[src/rtl/fir_output_requantizer_if.sv]
// fir_output_requantizer_if: sample handshakes of the FIR output requantizer.
// Input side (in_*) and output side (out_*) valid/ready pairs in one bundle.
interface fir_output_requantizer_if #(
  parameter int IN_WIDTH  = 32,
  parameter int OUT_WIDTH = 16
);
  logic                        in_valid;
  logic signed [IN_WIDTH-1:0]  in_data;
  logic                        in_ready;
  logic                        out_valid;
  logic signed [OUT_WIDTH-1:0] out_data;
  logic                        out_ready;

  modport master (
    output in_valid,
    output in_data,
    output out_ready,
    input  in_ready,
    input  out_valid,
    input  out_data
  );

  modport slave (
    input  in_valid,
    input  in_data,
    input  out_ready,
    output in_ready,
    output out_valid,
    output out_data
  );
endinterface

[src/rtl/fir_output_requantizer.sv]
// fir_output_requantizer: round, shift, saturate FIR accumulator into a FIFO.
// Optional FIR_REQUANT_SAT_COUNT_EN adds a saturating clip counter port.
module fir_output_requantizer #(
  parameter  int IN_WIDTH  = 32,
  parameter  int OUT_WIDTH = 16,
  parameter  int SHIFT     = 15,
  parameter  int DEPTH     = 4,
  localparam int AW        = $clog2(DEPTH),
  localparam int LW        = AW + 1
) (
  input  logic                    clk,
  input  logic                    rst,
  fir_output_requantizer_if.slave bus,
  output logic                    sat_flag,
`ifdef FIR_REQUANT_SAT_COUNT_EN
  output logic [15:0]             sat_count,
`endif
  output logic [LW-1:0]           fifo_level
);

  localparam int PW = IN_WIDTH + 1;

  localparam logic [PW-1:0] RND =
    {{(PW-1){1'b0}}, 1'b1} << (SHIFT - 1);

  localparam logic signed [PW-1:0] QMAX =
    $signed({{(PW-OUT_WIDTH+1){1'b0}},
             {(OUT_WIDTH-1){1'b1}}});

  localparam logic signed [PW-1:0] QMIN =
    $signed({{(PW-OUT_WIDTH+1){1'b1}},
             {(OUT_WIDTH-1){1'b0}}});

  localparam logic [OUT_WIDTH-1:0] OMAX =
    {1'b0, {(OUT_WIDTH-1){1'b1}}};

  localparam logic [OUT_WIDTH-1:0] OMIN =
    {1'b1, {(OUT_WIDTH-1){1'b0}}};

  typedef struct packed {
    logic          vld;
    logic [PW-1:0] sum;
  } s1_t;

  s1_t                   s1_q;
  logic [OUT_WIDTH-1:0]  mem [DEPTH];
  logic [AW-1:0]         wr_ptr;
  logic [AW-1:0]         rd_ptr;
  logic [LW-1:0]         level;
  logic [LW:0]           credit;
  logic [PW-1:0]         sext;
  logic signed [PW-1:0]  q;
  logic [OUT_WIDTH-1:0]  clip;
  logic                  clipped;
  logic                  accept;
  logic                  push;
  logic                  pop;

  assign sext = {bus.in_data[IN_WIDTH-1], bus.in_data};

  // Samples in S1 already hold a FIFO slot, so count them as used.
  assign credit = {1'b0, level} + {{LW{1'b0}}, s1_q.vld};

  assign bus.in_ready  = credit < (LW+1)'(DEPTH);
  assign accept        = bus.in_valid & bus.in_ready;
  assign push          = s1_q.vld;
  assign bus.out_valid = level != '0;
  assign pop           = bus.out_valid & bus.out_ready;
  assign fifo_level    = level;

  assign bus.out_data =
    bus.out_valid ? $signed(mem[rd_ptr])
                  : '0;

  // S2: arithmetic shift of the rounded sum, then clip to output range.
  always_comb begin
    q       = $signed(s1_q.sum) >>> SHIFT;
    clip    = q[OUT_WIDTH-1:0];
    clipped = 1'b0;
    unique case (1'b1)
      (q > QMAX): begin
        clip    = OMAX;
        clipped = 1'b1;
      end
      (q < QMIN): begin
        clip    = OMIN;
        clipped = 1'b1;
      end
      default: ;
    endcase
  end

  // S1: register the rounded sum of each accepted sample.
  always_ff @(posedge clk) begin
    if (rst) begin
      s1_q <= '0;
    end else begin
      s1_q.vld <= accept;
      if (accept) begin
        s1_q.sum <= sext + RND;
      end
    end
  end

  // FIFO storage: S2 result is written as it leaves the pipeline.
  always_ff @(posedge clk) begin
    if (push) begin
      mem[wr_ptr] <= clip;
    end
  end

  // FIFO pointers and occupancy; credit flow keeps push from overflowing.
  always_ff @(posedge clk) begin
    if (rst) begin
      wr_ptr <= '0;
      rd_ptr <= '0;
      level  <= '0;
    end else begin
      if (push) begin
        wr_ptr <= wr_ptr + AW'(1);
      end
      if (pop) begin
        rd_ptr <= rd_ptr + AW'(1);
      end
      unique case ({push, pop})
        2'b10:   level <= level + LW'(1);
        2'b01:   level <= level - LW'(1);
        default: level <= level;
      endcase
    end
  end

  // Clip indication, one pulse per clipped sample entering the FIFO.
  always_ff @(posedge clk) begin
    if (rst) begin
      sat_flag <= 1'b0;
    end else begin
      sat_flag <= push & clipped;
    end
  end

`ifdef FIR_REQUANT_SAT_COUNT_EN
  // Clip counter sticks at all-ones instead of wrapping.
  always_ff @(posedge clk) begin
    if (rst) begin
      sat_count <= '0;
    end else if (sat_flag && sat_count != 16'hFFFF) begin
      sat_count <= sat_count + 16'd1;
    end
  end
`endif

endmodule
[src/flat_wrapper.sv]
// flat-port wrapper written by rule: the top's interface ports become plain ports
module fir_output_requantizer_flat 
#(
  parameter  int IN_WIDTH  = 32,
  parameter  int OUT_WIDTH = 16,
  parameter  int SHIFT     = 15,
  parameter  int DEPTH     = 4,
  localparam int AW        = $clog2(DEPTH),
  localparam int LW        = AW + 1
)
  (clk, rst, sat_flag, fifo_level, bus_in_valid, bus_in_data, bus_out_ready, bus_in_ready, bus_out_valid, bus_out_data);
  fir_output_requantizer_if #(.IN_WIDTH(IN_WIDTH), .OUT_WIDTH(OUT_WIDTH)) bus_i ();
  input  logic clk;
  input  logic rst;
  output logic sat_flag;
  output logic [LW-1:0] fifo_level;
  input wire logic [$bits(bus_i.in_valid)-1:0] bus_in_valid;
  input wire logic [$bits(bus_i.in_data)-1:0] bus_in_data;
  input wire logic [$bits(bus_i.out_ready)-1:0] bus_out_ready;
  output wire logic [$bits(bus_i.in_ready)-1:0] bus_in_ready;
  output wire logic [$bits(bus_i.out_valid)-1:0] bus_out_valid;
  output wire logic [$bits(bus_i.out_data)-1:0] bus_out_data;
  assign bus_i.in_valid = bus_in_valid;
  assign bus_i.in_data = bus_in_data;
  assign bus_i.out_ready = bus_out_ready;
  assign bus_in_ready = bus_i.in_ready;
  assign bus_out_valid = bus_i.out_valid;
  assign bus_out_data = bus_i.out_data;
  fir_output_requantizer #(.IN_WIDTH(IN_WIDTH), .OUT_WIDTH(OUT_WIDTH), .SHIFT(SHIFT), .DEPTH(DEPTH)) u_core (.clk(clk), .rst(rst), .bus(bus_i), .sat_flag(sat_flag), .fifo_level(fifo_level));
endmodule
[config.mk]
export PLATFORM = sky130hd
export DESIGN_NAME = fir_output_requantizer_flat
export DESIGN_NICKNAME = d
export VERILOG_FILES = /design/src/rtl/fir_output_requantizer_if.sv /design/src/rtl/fir_output_requantizer.sv /design/src/flat_wrapper.sv
export SDC_FILE = /design/constraint.sdc
export NUM_CORES = 1
export LEC_CHECK = 0
export CORE_ASPECT_RATIO = 1.75
export CORE_MARGIN = 3
export CORE_UTILIZATION = 49
export DETAILED_ROUTE_END_ITERATION = 10
export GPL_TIMING_DRIVEN = 0
export HOLD_SLACK_MARGIN = 0.12
export PLACE_DENSITY_LB_ADDON = 0.08
export SYNTH_ARGS = -nofsm -noshare
export SYNTH_HDL_FRONTEND = slang
export SYNTH_SLANG_ARGS = --single-unit
[constraint.sdc]
create_clock -name clk -period 2 [get_ports clk]
set_input_delay 0.6 -clock clk [delete_from_list [all_inputs] [get_ports clk]]
set_output_delay 0.6 -clock clk [all_outputs]
set_load 0.03 [all_outputs]
==> results of run 1 <==
[what timing repair did]
action                                  CTS  global route
endpoints found under the setup margin   25            22
endpoints found under the hold margin     0             0
cloned                                    1             1
setup buffers                             8             7
resized for setup                       160            19
pin swaps                                21             6
[stage by stage]
step	instance area, µm²	utilization	worst slack, ns	instances
floorplan	4120	-	0.00452	316
global placement	4660	0.581	-0.795	448
detailed placement	4660	0.581	-0.795	448
CTS	5120	0.639	-0.365	471
global route	5260	0.656	-0.371	479
finish	5260	0.656	-0.323	479
[per-layer routing]
metal  track usage  wire, µm  vias to the layer above
met5             0         0                        -
met4        0.0692       129                        0
met3        0.0341       214                       10
met2         0.304      4200                       41
met1         0.172      2720                     1214
li1              -         -                     1280
[power breakdown]
group	internal (mW)	switching (mW)
clock	0.958	0.674
combinational	1.60	1.38
sequential	2.35	0.104
total	4.90	2.16
[synth_stat cells, drive strengths merged]
cell / n
edfxtp: 64
nor2: 64
dfxtp: 29
and2: 22
mux4: 16
a211oi: 15
xnor2: 13
clkbuf: 12
nand2: 12
a21oi: 8
inv: 8
buf: 7
xor2: 7
ha: 6
nand3: 5
nand4: 5
or3: 5
nor3: 4
nor4: 3
o21ai: 2
a21boi: 1
a311oi: 1
a31oi: 1
and3: 1
and4: 1
fa: 1
mux2i: 1
nor4b: 1
o211ai: 1
[worst max-delay path, stage by stage, from the launching register on]
cell and delay, ns:
dfxtp_2 0.34, buf_12 0.13, buf_12 0.12, mux4_2 0.50, and2_4 0.15, buf_6 0.13
[kinds of logic after synthesis]
group                    share of synthesized area
flip-flops                                   0.616
multiplexers                                0.0912
buffers and inverters                       0.0333
XOR/XNOR                                    0.0431
adder cells (fa/ha/maj)                     0.0234
AO/OA/AOI/OAI                               0.0474
AND/OR/NAND/NOR                              0.145
[layout make-up]
type,count,area [µm²]
sequential,93,2520
clock inverter,7,66.3
tap,90,113
clock buffer,9,225
inverter,8,30.0
buffer,17,154
fill,596,2760
timing repair buffer,59,629
multi-input combinational,196,1530
[final timing paths]
| kind | end | depth (start not counted) |
|---|---|---|
| worst max-delay path | bus_out_data[14] | 5 |
| worst min register to register | u_core.q[0] | 2 |
| worst min-delay path | u_core.q[16] | 2 |
| worst max register to register | u_core.fifo_level[1] | 9 |
[flip-flops by register name (all words and copies together), names as in the netlist, named ones only]
name / flops
u_core.sat_flag: 1
u_core.fifo_level: 3
u_core.rd_ptr: 2
u_core.mem: 64
u_core.wr_ptr: 2
u_core.q: 18
u_core.push: 1
==> results.py, run 1 <==
metrics = {
    "run_status": {
        "status": "finished, violations left",
        "violations": "setup timing",
    },
    "global_routing": {
        "grt_antenna_before_repair": 0,
        "grt_overflow_total": 0,
        "grt_pass1_wl_um": 11600,
        "grt_pass1_vias": 2441,
        "grt_max_degree": 17,
        "grt_use_total": 0.165,
    },
    "setup_path": {
        "arrival_ns": 1.72,
        "r2r_start": "u_core.fifo_level[2]",
        "cp-end-kind": "output port",
        "reg2reg_setup_slack_ns": 0.02,
        "cp_data_required_time_ns": 1.40,
        "cp_max_fo": 6,
        "path_class": "reg -> out",
        "start_kind": "flip-flop",
    },
    "cells_and_area": {
        "diodes": 0,
        "layout-drive-gt1-share": 0.285,
        "area_growth_pct": 29.5,
        "nNetsFinal": 427,
        "final_common_cell": "edfxtp_1",
        "final_cell_mix": "64 x edfxtp_1, 63 x nor2_1, 24 x dfxtp_1",
    },
    "sta": {
        "fin_hold_ws_ns": 0.474,
        "tightestPinTransition_ns": 0.914,
        "fin_worst_skew_ns": 0.00380,
        "post-route-period-util": 1.16,
        "maxSlewViolCount": 0,
        "max_freq_mhz": 430,
        "finalHoldViolCount": 0,
        "timing.final.crit_period_ns": 2.32,
        "rsz0062_at_grt": "yes",
        "worst_slack_ns": -0.323,
        "setup_viol": 17,
        "slew_headroom": 0.390,
        "fin_setup_tns_ns": -4.81,
    },
    "drt": {
        "avgRoutedWirePerCell_um": 15.2,
        "dr.pass1.iters": 4,
        "wirelength_um": 7270,
        "drcViolationCount": 0,
        "dr.first_iter.drc_count": 169,
        "ant_nets": 0,
        "avgViaCountPerCell": 5.31,
        "vias": 2545,
    },
    "yosys": {
        "synthCells": 316,
        "synthesis.area_um2": 4060,
        "syn_area_per_cell_um2": 12.9,
        "ys_ff_latch": 93,
        "yosys_warnings": 0,
        "syn_nets": 359,
        "yosys-top-cells-area": "edfxtp_1 47%, dfxtp_1 14%, mux4_2 8.9%",
        "seq_area_frac_synth": 0.616,
        "synth_top_area_cell": "edfxtp_1",
        "synth_top_area_frac": 0.473,
        "ys_types": 32,
    },
    "floorplanning": {
        "die_area_um2": 9460,
        "core_area_um2": 8020,
        "dieWidth_um": 74.8,
        "initial_core_util": 0.507,
        "rows": 43,
        "pin_count": 58,
        "die_h_um": 126,
    },
    "cts": {
        "cts_tree": "built",
        "cts_buffer_depth": 2,
        "worstSkewPairLatency_ns": 0.33,
        "clk_pin_slew_ns": 0.06,
        "hold_buffers": 0,
        "cts-root-buf": "clkbuf_16",
        "clock_sinks": 93,
        "numCtsBuffers": 9,
        "htree_levels": 3,
    },
    "power": {
        "p_leak_nw": 1.91,
        "peakVddDrop_v": 0.000753,
        "totalPowerFinal_mw": 7.06,
        "pwr_density_cell_nw_per_um2": 1340,
    },
    "placement": {
        "gp_congestion": 0.740,
        "port_buffers": 42,
        "dpl.hpwl_um": 5040,
    },
    "worst_hold_path": {
        "min-delay-start": "rst",
        "hp-class": "in -> reg",
    },
    "run": {
        "max-cap-violations": 0,
    },
}
Note: power is estimated with default switching activity, not from simulation.
==> run 2: changes to the inputs <==
- HOLD_SLACK_MARGIN: 0.12 -> 0.06
==> results of run 2 <==
The final DEF is identical to that of run 1; final timing and power are the same.
